--- src/rtl/bcp_engine_pkg.sv ---
// Shared definitions for the BCP engine slice.
//   - Sizing constants for variables, clauses and literals.
//   - lit_t: one clause literal, packed as {valid, neg, var_id}.
//   - bcp_state_t: scan FSM states.
package bcp_engine_pkg;

  localparam int MAX_VARS         = 16;
  localparam int MAX_VARS_BITS    = 4;
  localparam int MAX_CLAUSES_BITS = 4;
  localparam int LITS             = 3;
  localparam int LIT_W            = MAX_VARS_BITS + 2;
  localparam int CLAUSE_W         = LITS * LIT_W;

  typedef struct packed {
    logic                     valid;
    logic                     neg;
    logic [MAX_VARS_BITS-1:0] var_id;
  } lit_t;

  typedef enum logic [1:0] {
    ST_IDLE,
    ST_READ,
    ST_EVAL,
    ST_STALL
  } bcp_state_t;

endpackage

--- src/rtl/bcp_engine_clause_eval.sv ---
// clause_eval: purely combinational evaluation of one clause against the
// effective variable state (solver assignment overlaid by the pending map).
// Ports:
//   clause          in  packed literals, literal 0 in the LSBs
//   var_val         in  assigned value per variable
//   var_unassigned  in  1 = variable unassigned in the solver
//   pend, pend_val  in  implications already pushed during this pass
//   sat             out some literal is true
//   unit            out not sat, exactly one valid literal unassigned
//   conflict        out not sat, no valid literal unassigned
//   unit_var        out variable of the open literal (meaningful with unit)
//   unit_val        out value that makes that literal true
module clause_eval
  import bcp_engine_pkg::*;
(
  input  logic [CLAUSE_W-1:0]      clause,
  input  logic [MAX_VARS-1:0]      var_val,
  input  logic [MAX_VARS-1:0]      var_unassigned,
  input  logic [MAX_VARS-1:0]      pend,
  input  logic [MAX_VARS-1:0]      pend_val,
  output logic                     sat,
  output logic                     unit,
  output logic                     conflict,
  output logic [MAX_VARS_BITS-1:0] unit_var,
  output logic                     unit_val
);

  lit_t             lits [LITS];
  logic [LITS-1:0]  lit_true;
  logic [LITS-1:0]  lit_open;
  logic [1:0]       n_open;

  // A pending implication counts as an assignment, so a clause that would
  // contradict an earlier push in this pass resolves as a conflict.
  always_comb begin
    for (int i = 0; i < LITS; i++) begin
      lits[i]     = lit_t'(clause[i*LIT_W +: LIT_W]);
      lit_true[i] = lits[i].valid
                    && (!var_unassigned[lits[i].var_id] || pend[lits[i].var_id])
                    && ((pend[lits[i].var_id] ? pend_val[lits[i].var_id]
                                              : var_val[lits[i].var_id]) != lits[i].neg);
      lit_open[i] = lits[i].valid
                    && var_unassigned[lits[i].var_id] && !pend[lits[i].var_id];
    end
  end

  // NOTE: every output gets a default before the loop so no path leaves a
  // value unassigned, which would otherwise infer a latch.
  always_comb begin
    n_open   = '0;
    unit_var = '0;
    unit_val = 1'b0;
    for (int i = 0; i < LITS; i++) begin
      if (lit_open[i]) begin
        n_open   = n_open + 2'd1;
        unit_var = lits[i].var_id;
        unit_val = ~lits[i].neg;
      end
    end
    sat      = |lit_true;
    unit     = !sat && (n_open == 2'd1);
    conflict = !sat && (n_open == 2'd0);
  end

endmodule

--- src/rtl/bcp_engine.sv ---
// bcp_engine: boolean-constraint-propagation responder for the DPLL solver.
// On bcp_en it scans clauses [start_clause, end_clause], pushes unit
// implications onto the imply stack and stops at the first conflicting clause.
// Ports:
//   clock, reset        clock; synchronous active-high reset
//   reset_bcp           synchronous abort from control, same effect as reset
//   bcp_en              start request, accepted only when idle
//   start_clause        first clause of the scan (latched with bcp_en)
//   end_clause          last clause of the scan, inclusive
//   bcp_busy            registered, high while scanning
//   conflict            sticky result of the last pass
//   bcp_clause_idx      index of the conflicting clause
//   clause_read         clause memory read strobe
//   clause_addr         clause memory read address
//   clause_data         clause word, valid the cycle after clause_read
//   var_val             assigned value per variable
//   var_unassigned      1 = variable unassigned
//   push_imply          one-cycle imply stack push strobe
//   var_in_imply        pushed variable
//   val_in_imply        pushed value
//   full_imply          imply stack full, defers a push
module bcp_engine
  import bcp_engine_pkg::*;
(
  input  logic                        clock,
  input  logic                        reset,
  input  logic                        reset_bcp,
  input  logic                        bcp_en,
  input  logic [MAX_CLAUSES_BITS-1:0] start_clause,
  input  logic [MAX_CLAUSES_BITS-1:0] end_clause,
  output logic                        bcp_busy,
  output logic                        conflict,
  output logic [MAX_CLAUSES_BITS-1:0] bcp_clause_idx,
  output logic                        clause_read,
  output logic [MAX_CLAUSES_BITS-1:0] clause_addr,
  input  logic [CLAUSE_W-1:0]         clause_data,
  input  logic [MAX_VARS-1:0]         var_val,
  input  logic [MAX_VARS-1:0]         var_unassigned,
  output logic                        push_imply,
  output logic [MAX_VARS_BITS-1:0]    var_in_imply,
  output logic                        val_in_imply,
  input  logic                        full_imply
);

  bcp_state_t state, next_state;

  // One extra bit so that end_clause at the maximum index terminates the
  // scan instead of wrapping back to clause 0.
  logic [MAX_CLAUSES_BITS:0]   idx;
  logic [MAX_CLAUSES_BITS-1:0] end_q;
  logic [MAX_VARS-1:0]         pend, pend_val;
  logic [MAX_VARS_BITS-1:0]    hold_var;
  logic                        hold_val;

  logic                        c_sat, c_unit, c_conflict;
  logic [MAX_VARS_BITS-1:0]    c_unit_var;
  logic                        c_unit_val;
  logic                        past_end, dup;

  logic                        accept, do_push, do_inc, do_conflict, hold_load;
  logic [MAX_VARS_BITS-1:0]    push_var;
  logic                        push_val;

  clause_eval u_clause_eval (
    .clause         (clause_data),
    .var_val        (var_val),
    .var_unassigned (var_unassigned),
    .pend           (pend),
    .pend_val       (pend_val),
    .sat            (c_sat),
    .unit           (c_unit),
    .conflict       (c_conflict),
    .unit_var       (c_unit_var),
    .unit_val       (c_unit_val)
  );

  assign past_end    = idx > {1'b0, end_q};
  assign dup         = pend[c_unit_var] && (pend_val[c_unit_var] == c_unit_val);
  assign clause_read = (state == ST_READ) && !past_end;
  assign clause_addr = clause_read ? idx[MAX_CLAUSES_BITS-1:0] : '0;

  always_comb begin
    next_state  = state;
    accept      = 1'b0;
    do_push     = 1'b0;
    do_inc      = 1'b0;
    do_conflict = 1'b0;
    hold_load   = 1'b0;
    push_var    = c_unit_var;
    push_val    = c_unit_val;
    unique case (state)
      ST_IDLE: begin
        if (bcp_en) begin
          accept     = 1'b1;
          next_state = ST_READ;
        end
      end
      ST_READ: begin
        next_state = past_end ? ST_IDLE : ST_EVAL;
      end
      ST_EVAL: begin
        if (c_conflict) begin
          do_conflict = 1'b1;
          next_state  = ST_IDLE;
        end else if (c_unit && !dup) begin
          if (full_imply) begin
            hold_load  = 1'b1;
            next_state = ST_STALL;
          end else begin
            do_push    = 1'b1;
            do_inc     = 1'b1;
            next_state = ST_READ;
          end
        end else begin
          do_inc     = 1'b1;
          next_state = ST_READ;
        end
      end
      ST_STALL: begin
        push_var = hold_var;
        push_val = hold_val;
        if (!full_imply) begin
          do_push    = 1'b1;
          do_inc     = 1'b1;
          next_state = ST_READ;
        end
      end
      default: next_state = ST_IDLE;
    endcase
  end

  // NOTE: sequential state uses non-blocking assignments so every register
  // samples pre-edge values regardless of statement order.
  always_ff @(posedge clock) begin
    if (reset || reset_bcp) begin
      state          <= ST_IDLE;
      idx            <= '0;
      end_q          <= '0;
      // NOTE: the pending map is a handful of flops, not a RAM, and must be
      // cleared on every abort, so it is reset along with the control state.
      pend           <= '0;
      pend_val       <= '0;
      hold_var       <= '0;
      hold_val       <= 1'b0;
      bcp_busy       <= 1'b0;
      conflict       <= 1'b0;
      bcp_clause_idx <= '0;
      push_imply     <= 1'b0;
      var_in_imply   <= '0;
      val_in_imply   <= 1'b0;
    end else begin
      state      <= next_state;
      bcp_busy   <= (next_state != ST_IDLE);
      push_imply <= do_push;

      if (accept) begin
        idx            <= {1'b0, start_clause};
        end_q          <= end_clause;
        conflict       <= 1'b0;
        bcp_clause_idx <= '0;
      end
      if (do_inc) begin
        idx <= idx + 1'b1;
      end
      if (do_conflict) begin
        conflict       <= 1'b1;
        bcp_clause_idx <= idx[MAX_CLAUSES_BITS-1:0];
      end
      if (hold_load) begin
        hold_var <= c_unit_var;
        hold_val <= c_unit_val;
      end
      if (do_push) begin
        var_in_imply       <= push_var;
        val_in_imply       <= push_val;
        pend[push_var]     <= 1'b1;
        pend_val[push_var] <= push_val;
      end
    end
  end

endmodule

--- config.mk ---
export PLATFORM = sky130hd
export DESIGN_NAME = bcp_engine
export DESIGN_NICKNAME = d
export VERILOG_FILES = /design/src/rtl/bcp_engine_pkg.sv /design/src/rtl/bcp_engine_clause_eval.sv /design/src/rtl/bcp_engine.sv
export SDC_FILE = /design/constraint.sdc
export NUM_CORES = 1
export LEC_CHECK = 0
export CORE_MARGIN = 2
export CORE_UTILIZATION = 25
export DETAILED_ROUTE_END_ITERATION = 7
export DONT_BUFFER_PORTS = 1
export PLACE_DENSITY = 0.47
export SLEW_MARGIN = 20
export SYNTH_ARGS = -nofsm -noshare
export SYNTH_HDL_FRONTEND = slang
export SYNTH_SLANG_ARGS = --single-unit
--- constraint.sdc ---
create_clock -name clock -period 11.9 [get_ports clock]
set_input_delay 2.38 -clock clock [delete_from_list [all_inputs] [get_ports clock]]
set_output_delay 2.38 -clock clock [all_outputs]
set_load 0.02 [all_outputs]
==> impl_metrics.json, run 1 <==
{
  "fin_area_mm2": 0.00506,
  "rrSetupSlack_ps": 7850,
  "io_pins": 80,
  "synth.distinct_cells": 60,
  "cts_root_buf": "clkbuf_16",
  "cp-start-kind": "input port",
  "drt-initial-drc-count": 257,
  "rows": 49,
  "worst-path-max-fanout": 39,
  "seq_area_frac_synth_pct": 26.0,
  "core-area_mm2": 0.0180,
  "wl_um": 13300,
  "die_h_um": 140,
  "max-cap-violations": 0,
  "grt_max_degree": 40,
  "crit_path_top_delay_cell": "o21ai_2",
  "clock_path_buffers": 2,
  "fin_worst_skew_ps": 5.79,
  "min_period_over_period_pct": 49.1,
  "hold_viol": 0,
  "fin_crit_ps": 5840,
  "cts_tree": "done",
  "rsz0062_at_grt": "no",
  "cpLargestDelayFamily": "compound AO/OA/AOI/OAI gates",
  "cp_num_buf_inv": 1,
  "clk_pin_slew_ps": 50,
  "yosys_warnings": 0,
  "nets": 503,
  "grt_pass1_vias": 3638,
  "hp-class": "flip-flop to flip-flop",
  "crit_chain": "mux4_2 -> mux2_2 -> and3_1 -> o21ai_2 -> o221ai_1 -> a211oi_2 -> nand2b_1 -> o31ai_4 -> buf_4 -> nand3_1 -> o221a_1",
  "final_util_pct": 28.1,
  "antennaDiodeCount": 0,
  "peakVddDrop_mv": 0.0639,
  "ys_ff_latch": 60,
  "hold_buffers": 0,
  "syn_inst": 455,
  "r2r-start": "pend[2]",
  "yosysMostFrequentCell": "dfxtp_1",
  "crit_required_ps": 12120,
  "worst-setup-path-type": "input port to flip-flop",
  "setup_viol": 0,
  "p_per_area_mw_per_mm2": 111,
  "tns_ps": 0,
  "cts_buffers": 9,
  "start_util_pct": 25.6,
  "clock_sinks": 60,
  "routabilityCongestion": 0.861,
  "synth_top_area_share_pct": 26.0,
  "cp.arrival_ps": 6060,
  "final-max-slew-violation-count": 0,
  "endpoint_kind": "flip-flop",
  "critPathMaxStageDelay_ps": 610,
  "grt_util_all_layers_pct": 13.2,
  "ant_nets": 0,
  "fmax_mhz": 171,
  "dpl_cell_area_mm2": 0.00475,
  "syn_avg_cell_area_um2": 10.2,
  "setup.worst_path.start": "clause_data[12]",
  "grt_overflow_total": 0,
  "die_w_um": 140,
  "synth-main-ff-cell": "dfxtp_1",
  "clkLatencyLatePin_ps": 330,
  "viasPerCell": 5.53,
  "postCtsSetupBuffers": 0,
  "netlist_top_cells_area": "dfxtp_1 (26%), mux4_2 (23%), mux2i_1 (6.9%), mux2_2 (4.1%), nand2_1 (3.0%)",
  "antenna_found_initial": 0,
  "worst_pin_slew_ps": 942,
  "slew_headroom_pct": 37.1,
  "num_vias": 3687,
  "synth_area_mm2": 0.00462,
  "ys_async_sr_fraction_pct": 0,
  "status": "finished, final reports clean",
  "dp_hpwl_um": 9970,
  "htreeDepth": 3,
  "fin_total_pwr_w": 0.000562,
  "dieArea_mm2": 0.0196,
  "whs_ps": 453,
  "drive_gt1_share_pct": 21.2,
  "postCtsResizedCells": 0,
  "wire_per_inst_um": 19.9,
  "io_buffer_count": 0,
  "hp-start": "end_q[2]",
  "drtPass1Iterations": 4,
  "area_growth_pct": 9.42,
  "synth-edff-count": 0,
  "syn-num-nets": 525,
  "grt_pass1_wl_um": 20300,
  "drc_errors": 0,
  "total_leakage_power_nw": 1.77,
  "synthTopCellsByCount": "dfxtp_1 (60), mux4_2 (48), nand2_1 (37), nor2_1 (34), mux2i_1 (32)",
  "yosysTopAreaCell": "dfxtp_1"
}
## layer usage
metal / vias to the layer above / part of all wire [%] / global-route usage [%]
li1: 1723 / - / -
met1: 1851 / 45 / 17.2
met2: 99 / 47 / 21.2
met3: 14 / 6.9 / 3.79
met4: 0 / 1.5 / 4.47
met5: - / 0 / 0
## cell usage in the layout (no fill, tap or decap), types with 2 or more instances in the layout
cell type  synthesis  final
clkbuf_8           0      2
a211oi_1          10     10
a22o_1             2      2
nor2b_1            2      2
and2_1            11     11
xor2_1             4      4
o22a_1             4      4
nand3b_1           7      7
clkinv_2           0      2
a41oi_1            2      2
ha_1               7      7
a21oi_1           16     16
o211ai_1           6      6
a32oi_1            2      2
nand3_1            6      6
nand2_1           37     37
buf_4              4      2
inv_1             13     13
nor2_1            34     34
mux2i_1           32     32
nand2b_1           8      8
mux2_2            17     17
and3_1            12     12
mux4_2            48     48
a31oi_1           17     17
o21ba_1            2      2
o221a_1            3      3
o21ai_0            6      6
o21a_1            15     15
or3_1              2      2
clkbuf_16          0      9
dfxtp_1           60     60
a22oi_1            3      3
or2_2              2      2
a211oi_2           2      2
o22ai_1            3      3
## where the power goes
group | internal (W) | leakage [nW] | switching, W
logic | 0.0000434 | 1.13 | 0.0000540
registers | 0.000202 | 0.484 | 0.00000188
clock network | 0.000172 | 0.149 | 0.0000881
total | 0.000418 | 1.77 | 0.000144
## kinds of logic after synthesis
logic type | count (synthesis) | share of synthesized area [%]
simple gates | 126 | 13.3
compound gates | 110 | 18.1
mux | 98 | 34.7
flops | 60 | 26.0
buf+inv | 49 | 5.04
fa+ha+maj | 7 | 1.90
xor+xnor | 5 | 0.948
## final cells by class
class,count,area [um2]
tap,229,287
fill,1860,13000
sequential,60,1200
clock buffer,12,256
timing repair buffer,2,15.0
clock inverter,4,47.5
inverter,14,52.6
multi-input combinational,346,3200
## final timing paths
check / end / cells past startpoint
worst min register to register: end_q[2] / 2
worst max register to register: pend_val[10] / 12
worst max-delay path: pend_val[10] / 11
worst min-delay path: end_q[2] / 2
## sequential cells by signal, indices dropped and copies added, names as in the netlist
register and cells:
pend 16, end_q 4, bcp_clause_idx 4, bcp_busy 1, var_in_imply 4, conflict 1, hold_var 4, pend_val 16
push_imply 1, idx 5, val_in_imply 1, state 2, hold_val 1
## metrics by stage
stage,setup WS (ps),cells
after floorplan,6160,455
after global placement,5520,651
final,6060,667
after CTS,5700,667
after detailed placement,5350,651
after global routing,5860,667
## worst reg2reg max path, delay by kind of cell, from the launching register on
family	cells	cell delay (ps)
compound gates	4	1120
buf+inv	1	380
simple gates	2	480
flops	1	380
mux	4	1430
xor+xnor	1	170
Note: power is estimated with default switching activity, not from simulation.
==> inputs of run 2 (changes only) <==
==> constraint.sdc (replaced) <==
create_clock -name clock -period 5.9 [get_ports clock]
set_input_delay 1.18 -clock clock [delete_from_list [all_inputs] [get_ports clock]]
set_output_delay 1.18 -clock clock [all_outputs]
set_load 0.02 [all_outputs]
==> impl_metrics.json, run 2 (synthesized netlist as in run 1, its figures left out) <==
{
  "ant_nets": 0,
  "hold_buffers": 0,
  "final-max-slew-violation-count": 0,
  "cts_root_buf": "clkbuf_16",
  "area_growth_pct": 9.21,
  "postCtsSetupBuffers": 0,
  "dp_hpwl_um": 9950,
  "worst_pin_slew_ps": 942,
  "viasPerCell": 5.51,
  "r2r-start": "pend[0]",
  "max-cap-violations": 0,
  "regArea_mm2": 0.00120,
  "fin_crit_ps": 4690,
  "timing.final.ws_setup_ps": 1210,
  "io_pins": 80,
  "status": "finished, final reports clean",
  "dieArea_mm2": 0.0196,
  "core-area_mm2": 0.0180,
  "final_common_cell": "dfxtp_1",
  "antennaDiodeCount": 0,
  "routabilityCongestion": 0.871,
  "start_util_pct": 25.6,
  "num_vias": 3686,
  "pre_cts_slack_ps": 891,
  "die_h_um": 140,
  "crit_required_ps": 6070,
  "rrSetupSlack_ps": 1730,
  "grt_overflow_total": 0,
  "worstHoldPathCells": 2,
  "io_buffer_count": 0,
  "cts_tree": "done",
  "reg2reg_depth": 12,
  "endpoint_kind": "flip-flop",
  "htreeDepth": 3,
  "drc_errors": 0,
  "grt_pass1_wl_um": 20400,
  "antenna_found_initial": 0,
  "peakVddDrop_mv": 0.111,
  "mostFrequentLayoutCells": "dfxtp_1 (60), mux4_2 (48), nand2_1 (37)",
  "hold_viol": 0,
  "fill_cells": 1888,
  "grt_pass1_vias": 3678,
  "worst-path-max-fanout": 22,
  "clock_sinks": 60,
  "drt-initial-drc-count": 308,
  "min_period_over_period_pct": 79.5,
  "rows": 49,
  "setup.worst_path.start": "clause_data[6]",
  "rsz0062_at_grt": "no",
  "setup_viol": 0,
  "grt_max_degree": 40,
  "largestRegisters": "pend (16), pend_val (16), idx (5)",
  "fin_worst_skew_ps": 6.03,
  "multi_input_area_mm2": 0.00319,
  "clock_path_buffers": 2,
  "tns_ps": 0,
  "drtPass1Iterations": 5,
  "wl_um": 13300,
  "cp-start-kind": "input port",
  "cp.arrival_ps": 4860,
  "worst-setup-path-type": "input port to flip-flop",
  "drive_gt1_share_pct": 20.9,
  "cts_buffers": 9,
  "grt_util_all_layers_pct": 13.3,
  "clkLatencyLatePin_ps": 330,
  "total_leakage_power_nw": 1.77,
  "slew_headroom_pct": 37.0,
  "postCtsResizedCells": 0,
  "hp-class": "flip-flop to flip-flop",
  "hp-start": "end_q[3]",
  "clk_pin_slew_ps": 50,
  "die_w_um": 140,
  "p_per_area_mw_per_mm2": 218,
  "fmax_mhz": 213,
  "nets": 505,
  "wire_per_inst_um": 19.9
}
==> run 2: worst paths after layout <==
path	endpoint
setup / recovery	pend_val[15]
hold / removal	end_q[3]
hold reg to reg	end_q[3]
setup reg to reg	pend_val[15]
==> run 2: final cells by class <==
type	instances	area share [%]
clock buffer	15	5.50
inverter	14	1.04
tap	229	5.68
multi-input combinational	346	63.3
clock inverter	1	0.0992
timing repair buffer	4	0.595
sequential	60	23.8
==> run 2: power by group <==
| group | internal, W | total, W | switching [W] |
|---|---|---|---|
| Sequential | 0.000409 | 0.000412 | 0.00000372 |
| Clock | 0.000318 | 0.000489 | 0.000171 |
| Combinational | 0.0000881 | 0.000197 | 0.000109 |
| Total | 0.000814 | 0.00110 | 0.000284 |
==> run 2: metal layers <==
metal	track usage [%]	part of all wire, %	vias to the layer above	routed length, um
met3	3.76	7.0	22	933
met5	0	0	-	0
met1	17.6	45	1810	6050
met2	20.7	46	128	6060
li1	-	-	1726	-
met4	4.79	1.9	0	250
==> run 2: per-stage QoR <==
step / std cells / instance area (um2) / hold slack (ps) / utilization (%) / total power, W
floorplan: 455 / 4620 / 436 / - / 0.000592
global placement: 653 / 4760 / 451 / 26.4 / 0.000613
detailed placement: 653 / 4760 / 456 / 26.4 / 0.000616
CTS: 669 / 5050 / 463 / 28.0 / 0.00111
global route: 669 / 5050 / 487 / 28.0 / 0.00115
finish: 669 / 5050 / 459 / 28.0 / 0.00110
==> run 2: critical path, stage by stage <==
cell and delay (ps):
mux4_2 470, mux2i_1 370, a2111oi_4 90, nor2_1 380, inv_1 90, ha_1 190
nand2_1 50, o221ai_1 130, a211oi_2 330, nand2b_1 260, o31ai_4 720, buf_4 250
and3_1 230, a211oi_1 100
